[src/rtl/instr_encoder_loader.sv]
// Packs decoded instruction fields into 16-bit words and streams them into instruction RAM.
// Optional HALT append on finish is enabled by defining ENCODER_HALT_APPEND_EN.
module instr_encoder_loader #(
  parameter int ADDR_W = 8,
  parameter int DEPTH  = 256
) (
  input  logic              clk_i,
  input  logic              reset_i,
  input  logic              clear_i,
  input  logic              in_valid_i,
  output logic              in_ready_o,
  input  logic [1:0]        fmt_i,
  input  logic [2:0]        opcode_i,
  input  logic [1:0]        op_i,
  input  logic [2:0]        rn_i,
  input  logic [2:0]        rd_i,
  input  logic [2:0]        rm_i,
  input  logic [1:0]        shift_i,
  input  logic [15:0]       imm_i,
  input  logic              finish_i,
  output logic              mem_write_o,
  output logic [ADDR_W-1:0] mem_addr_o,
  output logic [15:0]       mem_wdata_o,
  output logic [ADDR_W:0]   wr_count_o,
  output logic              full_o,
  output logic              err_range_o,
  output logic              done_o
);

  localparam logic [1:0]        FMT_REG  = 2'd0;
  localparam logic [1:0]        FMT_IMM8 = 2'd1;
  localparam logic [1:0]        FMT_IMM5 = 2'd2;
  localparam logic [ADDR_W:0]   DEPTH_C  = (ADDR_W+1)'(DEPTH);
  localparam logic [ADDR_W:0]   CNT_ONE  = (ADDR_W+1)'(1);
  localparam logic [ADDR_W-1:0] PTR_ONE  = ADDR_W'(1);
  localparam logic [15:0]       HALT_W   = 16'hE000;

  typedef enum logic [2:0] {IDLE, WRITE, HALT_WR, FULL, DONE} state_t;

  state_t              state_q, state_d;
  logic [ADDR_W-1:0]   ptr_q, ptr_d;
  logic [ADDR_W:0]     cnt_q, cnt_d;
  logic [ADDR_W-1:0]   addr_q, addr_d;
  logic [15:0]         wdata_q, wdata_d;
  logic                err_q, err_d;
  logic [15:0]         word_c;
  logic                legal_c;
  logic                last_c;

  // Pack fields and range-check the immediate for the selected format.
  always_comb begin
    word_c  = {opcode_i, op_i, 11'b0};
    legal_c = 1'b1;
    case (fmt_i)
      FMT_REG: word_c = {opcode_i, op_i, rn_i, rd_i, shift_i, rm_i};
      FMT_IMM8: begin
        word_c  = {opcode_i, op_i, rn_i, imm_i[7:0]};
        legal_c = (&imm_i[15:7]) | ~(|imm_i[15:7]);
      end
      FMT_IMM5: begin
        word_c  = {opcode_i, op_i, rn_i, rd_i, imm_i[4:0]};
        legal_c = (&imm_i[15:4]) | ~(|imm_i[15:4]);
      end
      default: ;
    endcase
  end

  // The write in progress is the one that fills memory; the pointer then stays put.
  assign last_c = (cnt_q + CNT_ONE) == DEPTH_C;

  always_comb begin
    state_d = state_q;
    ptr_d   = ptr_q;
    cnt_d   = cnt_q;
    addr_d  = addr_q;
    wdata_d = wdata_q;
    err_d   = 1'b0;
    case (state_q)
      IDLE: begin
        if (in_valid_i) begin
          if (legal_c) begin
            addr_d  = ptr_q;
            wdata_d = word_c;
            state_d = WRITE;
          end else begin
            err_d = 1'b1;
          end
        end else if (finish_i) begin
`ifdef ENCODER_HALT_APPEND_EN
          addr_d  = ptr_q;
          wdata_d = HALT_W;
          state_d = HALT_WR;
`else
          state_d = DONE;
`endif
        end
      end
      WRITE: begin
        cnt_d   = cnt_q + CNT_ONE;
        ptr_d   = last_c ? ptr_q : ptr_q + PTR_ONE;
        state_d = last_c ? FULL : IDLE;
      end
      HALT_WR: begin
        cnt_d   = cnt_q + CNT_ONE;
        ptr_d   = last_c ? ptr_q : ptr_q + PTR_ONE;
        state_d = DONE;
      end
      FULL: if (finish_i) state_d = DONE;
      DONE: ;
      default: state_d = IDLE;
    endcase
  end

  always_ff @(posedge clk_i) begin
    if (reset_i) begin
      state_q <= IDLE;
      ptr_q   <= '0;
      cnt_q   <= '0;
      addr_q  <= '0;
      wdata_q <= '0;
      err_q   <= 1'b0;
    end else if (clear_i) begin
      state_q <= IDLE;
      ptr_q   <= '0;
      cnt_q   <= '0;
      err_q   <= 1'b0;
    end else begin
      state_q <= state_d;
      ptr_q   <= ptr_d;
      cnt_q   <= cnt_d;
      addr_q  <= addr_d;
      wdata_q <= wdata_d;
      err_q   <= err_d;
    end
  end

  assign in_ready_o  = (state_q == IDLE);
  assign mem_write_o = (state_q == WRITE) || (state_q == HALT_WR);
  assign mem_addr_o  = addr_q;
  assign mem_wdata_o = wdata_q;
  assign wr_count_o  = cnt_q;
  assign full_o      = (cnt_q == DEPTH_C);
  assign err_range_o = err_q;
  assign done_o      = (state_q == DONE);

endmodule
[config.mk]
export PLATFORM = sky130hd
export DESIGN_NAME = instr_encoder_loader
export DESIGN_NICKNAME = d
export VERILOG_FILES = /design/src/rtl/instr_encoder_loader.sv
export SDC_FILE = /design/constraint.sdc
export NUM_CORES = 1
export LEC_CHECK = 0
export BUFFER_PORTS_ARGS = -buffer_cell sky130_fd_sc_hd__buf_2
export CAP_MARGIN = 40
export CORE_MARGIN = 2
export CORE_UTILIZATION = 45
export DETAILED_ROUTE_END_ITERATION = 10
export GPL_ROUTABILITY_DRIVEN = 0
export PLACE_DENSITY = 0.77
export SYNTH_ARGS = -nofsm -noshare
export SYNTH_HDL_FRONTEND = slang
export SYNTH_SLANG_ARGS = --single-unit
[constraint.sdc]
create_clock -name clk_i -period 1.8 [get_ports clk_i]
set_clock_uncertainty 0.1 [all_clocks]
set_input_delay 0.18 -clock clk_i [delete_from_list [all_inputs] [get_ports clk_i]]
set_output_delay 0.18 -clock clk_i [all_outputs]
set_load 0.005 [all_outputs]
# --- Word level (Yosys, flattened, before mapping) ---
# Cells that the tools add are included.
totals:
  reg_bits: 45
  word_cells: 47
op_classes:
  addsub: 2
  n_eq_ne: 9
  mux: 8
  bitwise: 9
  n_reduce_logical: 13
op_table:
  columns: ["cell", "n"]
  rows:
  - ["11-bit one-hot mux with 3 select lines", 1]
  - ["9-bit == test, second input constant", 2]
  - ["3-bit one-hot mux with 5 select lines", 1]
  - ["12-bit AND reduction", 1]
  - ["12-bit OR reduction", 1]
  - ["9-bit by 1-bit adder with 9-bit output, second input constant", 1]
  - ["3-bit 2-to-1 mux", 3]
  - ["9-bit AND reduction", 1]
  - ["9-bit OR reduction", 1]
  - ["8-bit by 1-bit adder with 8-bit output, second input constant", 1]
  - ["1-bit NOT", 7]
  - ["3-bit by 2-bit == test with 1-bit output, second input constant", 2]
  - ["2-bit AND reduction", 2]
  - ["4-bit AND reduction", 1]
  - ["2-bit OR reduction", 2]
  - ["4-bit OR reduction", 1]
  - ["3-bit by 1-bit == test with 1-bit output, second input constant", 1]
  - ["3-bit == test, second input constant", 1]
  - ["3-bit zero test", 1]
  - ["3-bit by 2-bit != test with 1-bit output, second input constant", 1]
  - ["2-bit by 1-bit == test with 1-bit output, second input constant", 1]
  - ["2-bit == test, second input constant", 1]
  - ["2-bit zero test", 1]
  - ["2-bit 2-to-1 mux", 1]
  - ["4 further kinds", 5]

# --- Depth between registers and ports, before layout ---
depth:
  depth_word: 7
  depth_mapped: 8
  ltp_nobuf: 7

# --- Worst setup path after synthesis ---
# OpenSTA, ideal clock, no wires.
synth_timing:
  kind: "register to register"
  startpoint: "register state_q[1]"
  endpoint: "register wdata_q[0], in the netlist mem_wdata_o[0]"
  setup_ns: 0.070
  arrival_ns: 1.740
  setup_slack_ns: -0.110
  stages_incl_launch_ff: 7
  path_cell_list: "dfxtp_1 > buf_6 > or4b_1 > nor2_2 > o21ai_2 > or4_1 > a21oi_1"
synth_between:
  elab_chain_cells: 2
synth_rtl:
  columns: ["item", "line_no", "source"]
  rows:
  - ["start: declaration", "40", "state_t state_q, state_d;"]
  - ["start signal: assignment", "128", "state_q <= state_d;"]
  - ["3-bit zero test", "78", "case (state_q)"]
  - ["4-bit AND reduction (no line)", null, null]
  - ["end signal: assignment", "132", "wdata_q <= wdata_d;"]
  - ["end: declaration", "44", "logic [15:0] wdata_q, wdata_d;"]
# No other way between the ends.
# A chain may end at the register's enable or synchronous reset.

# --- Worst setup path in the final report ---
layout_timing:
  startpoint: "register state_q[2]"
  endpoint: "register wdata_q[7], in the netlist mem_wdata_o[7]"
# The elaborated chain is that of the path after synthesis.

==> flow_metrics.env <==
export IMPL_netlist_area_um2=2210
export IMPL_grt_start_max_net_pins=28
export IMPL_tightest_slew_ns=0.398
export IMPL_ios=77
export IMPL_fp_row_count=25
export IMPL_crit_type="flop to flop"
export IMPL_dp_cells=423
export IMPL_slew_viol_final=0
export IMPL_synth_area_top_cells="dfxtp_1 (41%), o21ai_0 (7.0%), a21oi_1 (6.6%)"
export IMPL_cts_made_buffers=5
export IMPL_htreeDepth=2
export IMPL_synth_cell_types=41
export IMPL_cp_num_buf_inv=0
export IMPL_ctsLongestPathBuffers=2
export IMPL_setup_viol=14
export IMPL_crit_family="simple AND/OR/NAND/NOR gates"
export IMPL_num_vias=2380
export IMPL_p_leak_nw=1.27
export IMPL_seq_area_um2=912
export IMPL_drv_cap=0
export IMPL_critical_path_arrival_ns=1.99
export IMPL_dr_first_iter_drc_count=220
export IMPL_synthFlopType="dfxtp_1"
export IMPL_relSlewSlack_pct=73.2
export IMPL_seq_area_frac_synth_pct=40.8
export IMPL_multi_input_area_um2=1320
export IMPL_core_um2=4720
export IMPL_area_growth_syn_to_layout_pct=39.2
export IMPL_port_buffers=76
export IMPL_cp_required_ns=1.95
export IMPL_grt_overflow_total=0
export IMPL_grt_use_total_pct=22.4
export IMPL_hold_path_class="primary input to flop"
export IMPL_post_synth_top_area_cell="dfxtp_1"
export IMPL_clkTransAtPathRegs_ns=0.09
export IMPL_root_buffer="clkbuf_8"
export IMPL_yosysMostFrequentCell="dfxtp_1"
export IMPL_fin_setup_tns_ns=-0.419
export IMPL_tritoncts="done"
export IMPL_synth_top_cell_area_share_pct=40.8
export IMPL_dp_final_hpwl_um=4340
export IMPL_insertion_delay_ns=0.30
export IMPL_nets=412
export IMPL_drcViolationCount=0
export IMPL_die_y_um=74.0
export IMPL_irDropWorstVdd_mv=0.438
export IMPL_detail_route_vias_per_cell=5.48
export IMPL_syn_nets=312
export IMPL_path_cells="or4b_4, nor2_4, o21ai_4, or4_1, a21oi_1"
export IMPL_synth_cells=266
export IMPL_fin_cells=434
export IMPL_critical_path_max_stage_delay_ns=0.55
export IMPL_insertedDiodeCount=0
export IMPL_cpMaxStageDelayCell="or4b_4"
export IMPL_grt_pass1_vias=2213
export IMPL_end_kind="flop"
export IMPL_fillers=409
export IMPL_initial_core_util_pct=46.7
export IMPL_postRouteWirelength_um=6070
export IMPL_dr_pass1_iters=5
export IMPL_synth_common_cells="dfxtp_1 (45), o21ai_0 (31), a21oi_1 (29)"
export IMPL_fin_area_um2=3070
export IMPL_post_drt_wl_per_cell_um=14.0
export IMPL_placedInstanceArea_um2=2880
export IMPL_grt_pass1_wl_um=9740
export IMPL_start_kind="flop"
export IMPL_hold_viol_final=0
export IMPL_violations="setup timing"
export IMPL_async_flop_share_pct=0
export IMPL_cp_max_fo=7
export IMPL_synth_seq_cells=45
export IMPL_synth_edf_count=0
export IMPL_clock_fmax_ghz=0.541
export IMPL_ant_nets=0
export IMPL_min_period_ns=1.85
export IMPL_fp_dieW_um=74.0
export IMPL_ys_warnings_count=0
export IMPL_p_per_area_nw_per_um2=631
export IMPL_layout_drive_gt1_share_pct=39.2
export IMPL_clock_sinks=45
export IMPL_syn_avg_cell_area_um2=8.30
export IMPL_rsz0062_at_grt="true"
export IMPL_timing_final_ws_setup_ns=-0.0475
export IMPL_antenna_found_initial=0
export IMPL_period_share_pct=103
export IMPL_design_die_area_um2=5480
export IMPL_status="complete, but fails checks"
==> report_power, final <==
| group | internal [mW] | switching, mW | leakage (nW) |
|---|---|---|---|
| Combinational | 0.125 | 0.156 | 0.863 |
| Sequential | 1.00 | 0.00590 | 0.367 |
| Clock | 0.276 | 0.373 | 0.0445 |
==> registers in the layout, summed over array words and instances (netlist names) <==
| name | count |
|---|---|
| state_q | 3 |
| wr_count_o | 9 |
| mem_wdata_o | 16 |
| mem_addr_o | 8 |
| ptr_q | 8 |
| err_range_o | 1 |
==> metrics by stage <==
step / hold slack [ns] / power [mW] / worst slack (ns) / utilization, %
2_1_floorplan: 0.223 / 1.17 / -0.0687 / -
6_report: 0.0126 / 1.94 / -0.0475 / 65.1
3_5_place_dp: 0.330 / 1.30 / -0.122 / 61.0
4_1_cts: 0.0136 / 1.93 / -0.0438 / 63.7
3_3_place_gp: 0.314 / 1.29 / -0.0742 / 61.0
5_1_grt: 0.0343 / 2.00 / -0.139 / 65.1
==> cell families (layout without fill, tap and decap cells) <==
group	Yosys count	count (layout)	share of synthesized area [%]
adders and majority gates	7	7	3.97
AOI/OAI and AO/OA	76	77	19.8
and+or+nand+nor	104	105	26.9
DFF	45	45	40.8
buffers and inverters	24	123	4.59
xor gates and xnor gates	10	10	3.97
==> layout by cell type, fill, tap and decap left out, drive strengths merged, types with 2 or more instances in the layout <==
master,n
and3,3
dfxtp,45
a22oi,8
xnor2,7
o31ai,2
nor2,15
nand2b,5
nor3,9
and4b,2
nand3b,2
a21oi,29
nand3,25
or2,4
nor2b,2
inv,9
or4,12
or3,3
nand2,9
ha,7
o21ai,33
nor4,3
nand4,7
xor2,3
buf,107
clkbuf,5
==> what timing repair did <==
action	in CTS	in global routing
setup endpoints to repair	16	31
resized for setup	5	17
cloned	2	0
hold buffers	0	0
pin swaps	10	2
setup buffers	0	1
==> per-layer routing <==
metal  GRT usage [%]  up-vias  share of wire [%]
li1                -     1178                  -
met1            27.9     1124                 46
met2            40.1       70                 49
met3            3.79        8                4.6
met4            5.45        0               0.91
met5               0        -                  0
==> cell type report <==
class	count	share of cell area (%)
Clock inverter	3	0.692
Multi-Input combinational cell	199	42.9
Timing Repair Buffer	107	20.8
Inverter	8	0.977
Sequential cell	45	29.7
Tap cell	67	2.73
Clock buffer	5	2.24
==> worst register-to-register path: cells and delay by family (launching register included) <==
family,cells,cell delay [ns]
flops,1,0.33
compound gates,2,0.23
simple gates,3,1.13
==> path summary, 6_finish.rpt <==
kind                                start                            to  slack (ns)  depth (start not counted)
max               state_q[2]$_SDFFE_PP0P_   mem_wdata_o[7]$_SDFFE_PP0P_       -0.05                          5
min reg2reg  mem_wdata_o[15]$_SDFFE_PP0P_  mem_wdata_o[15]$_SDFFE_PP0P_        0.38                          2
min                               rn_i[1]   mem_wdata_o[9]$_SDFFE_PP0P_        0.01                          3
max reg2reg       state_q[2]$_SDFFE_PP0P_   mem_wdata_o[7]$_SDFFE_PP0P_       -0.05                          5
Note: power is estimated with default switching activity, not from simulation.
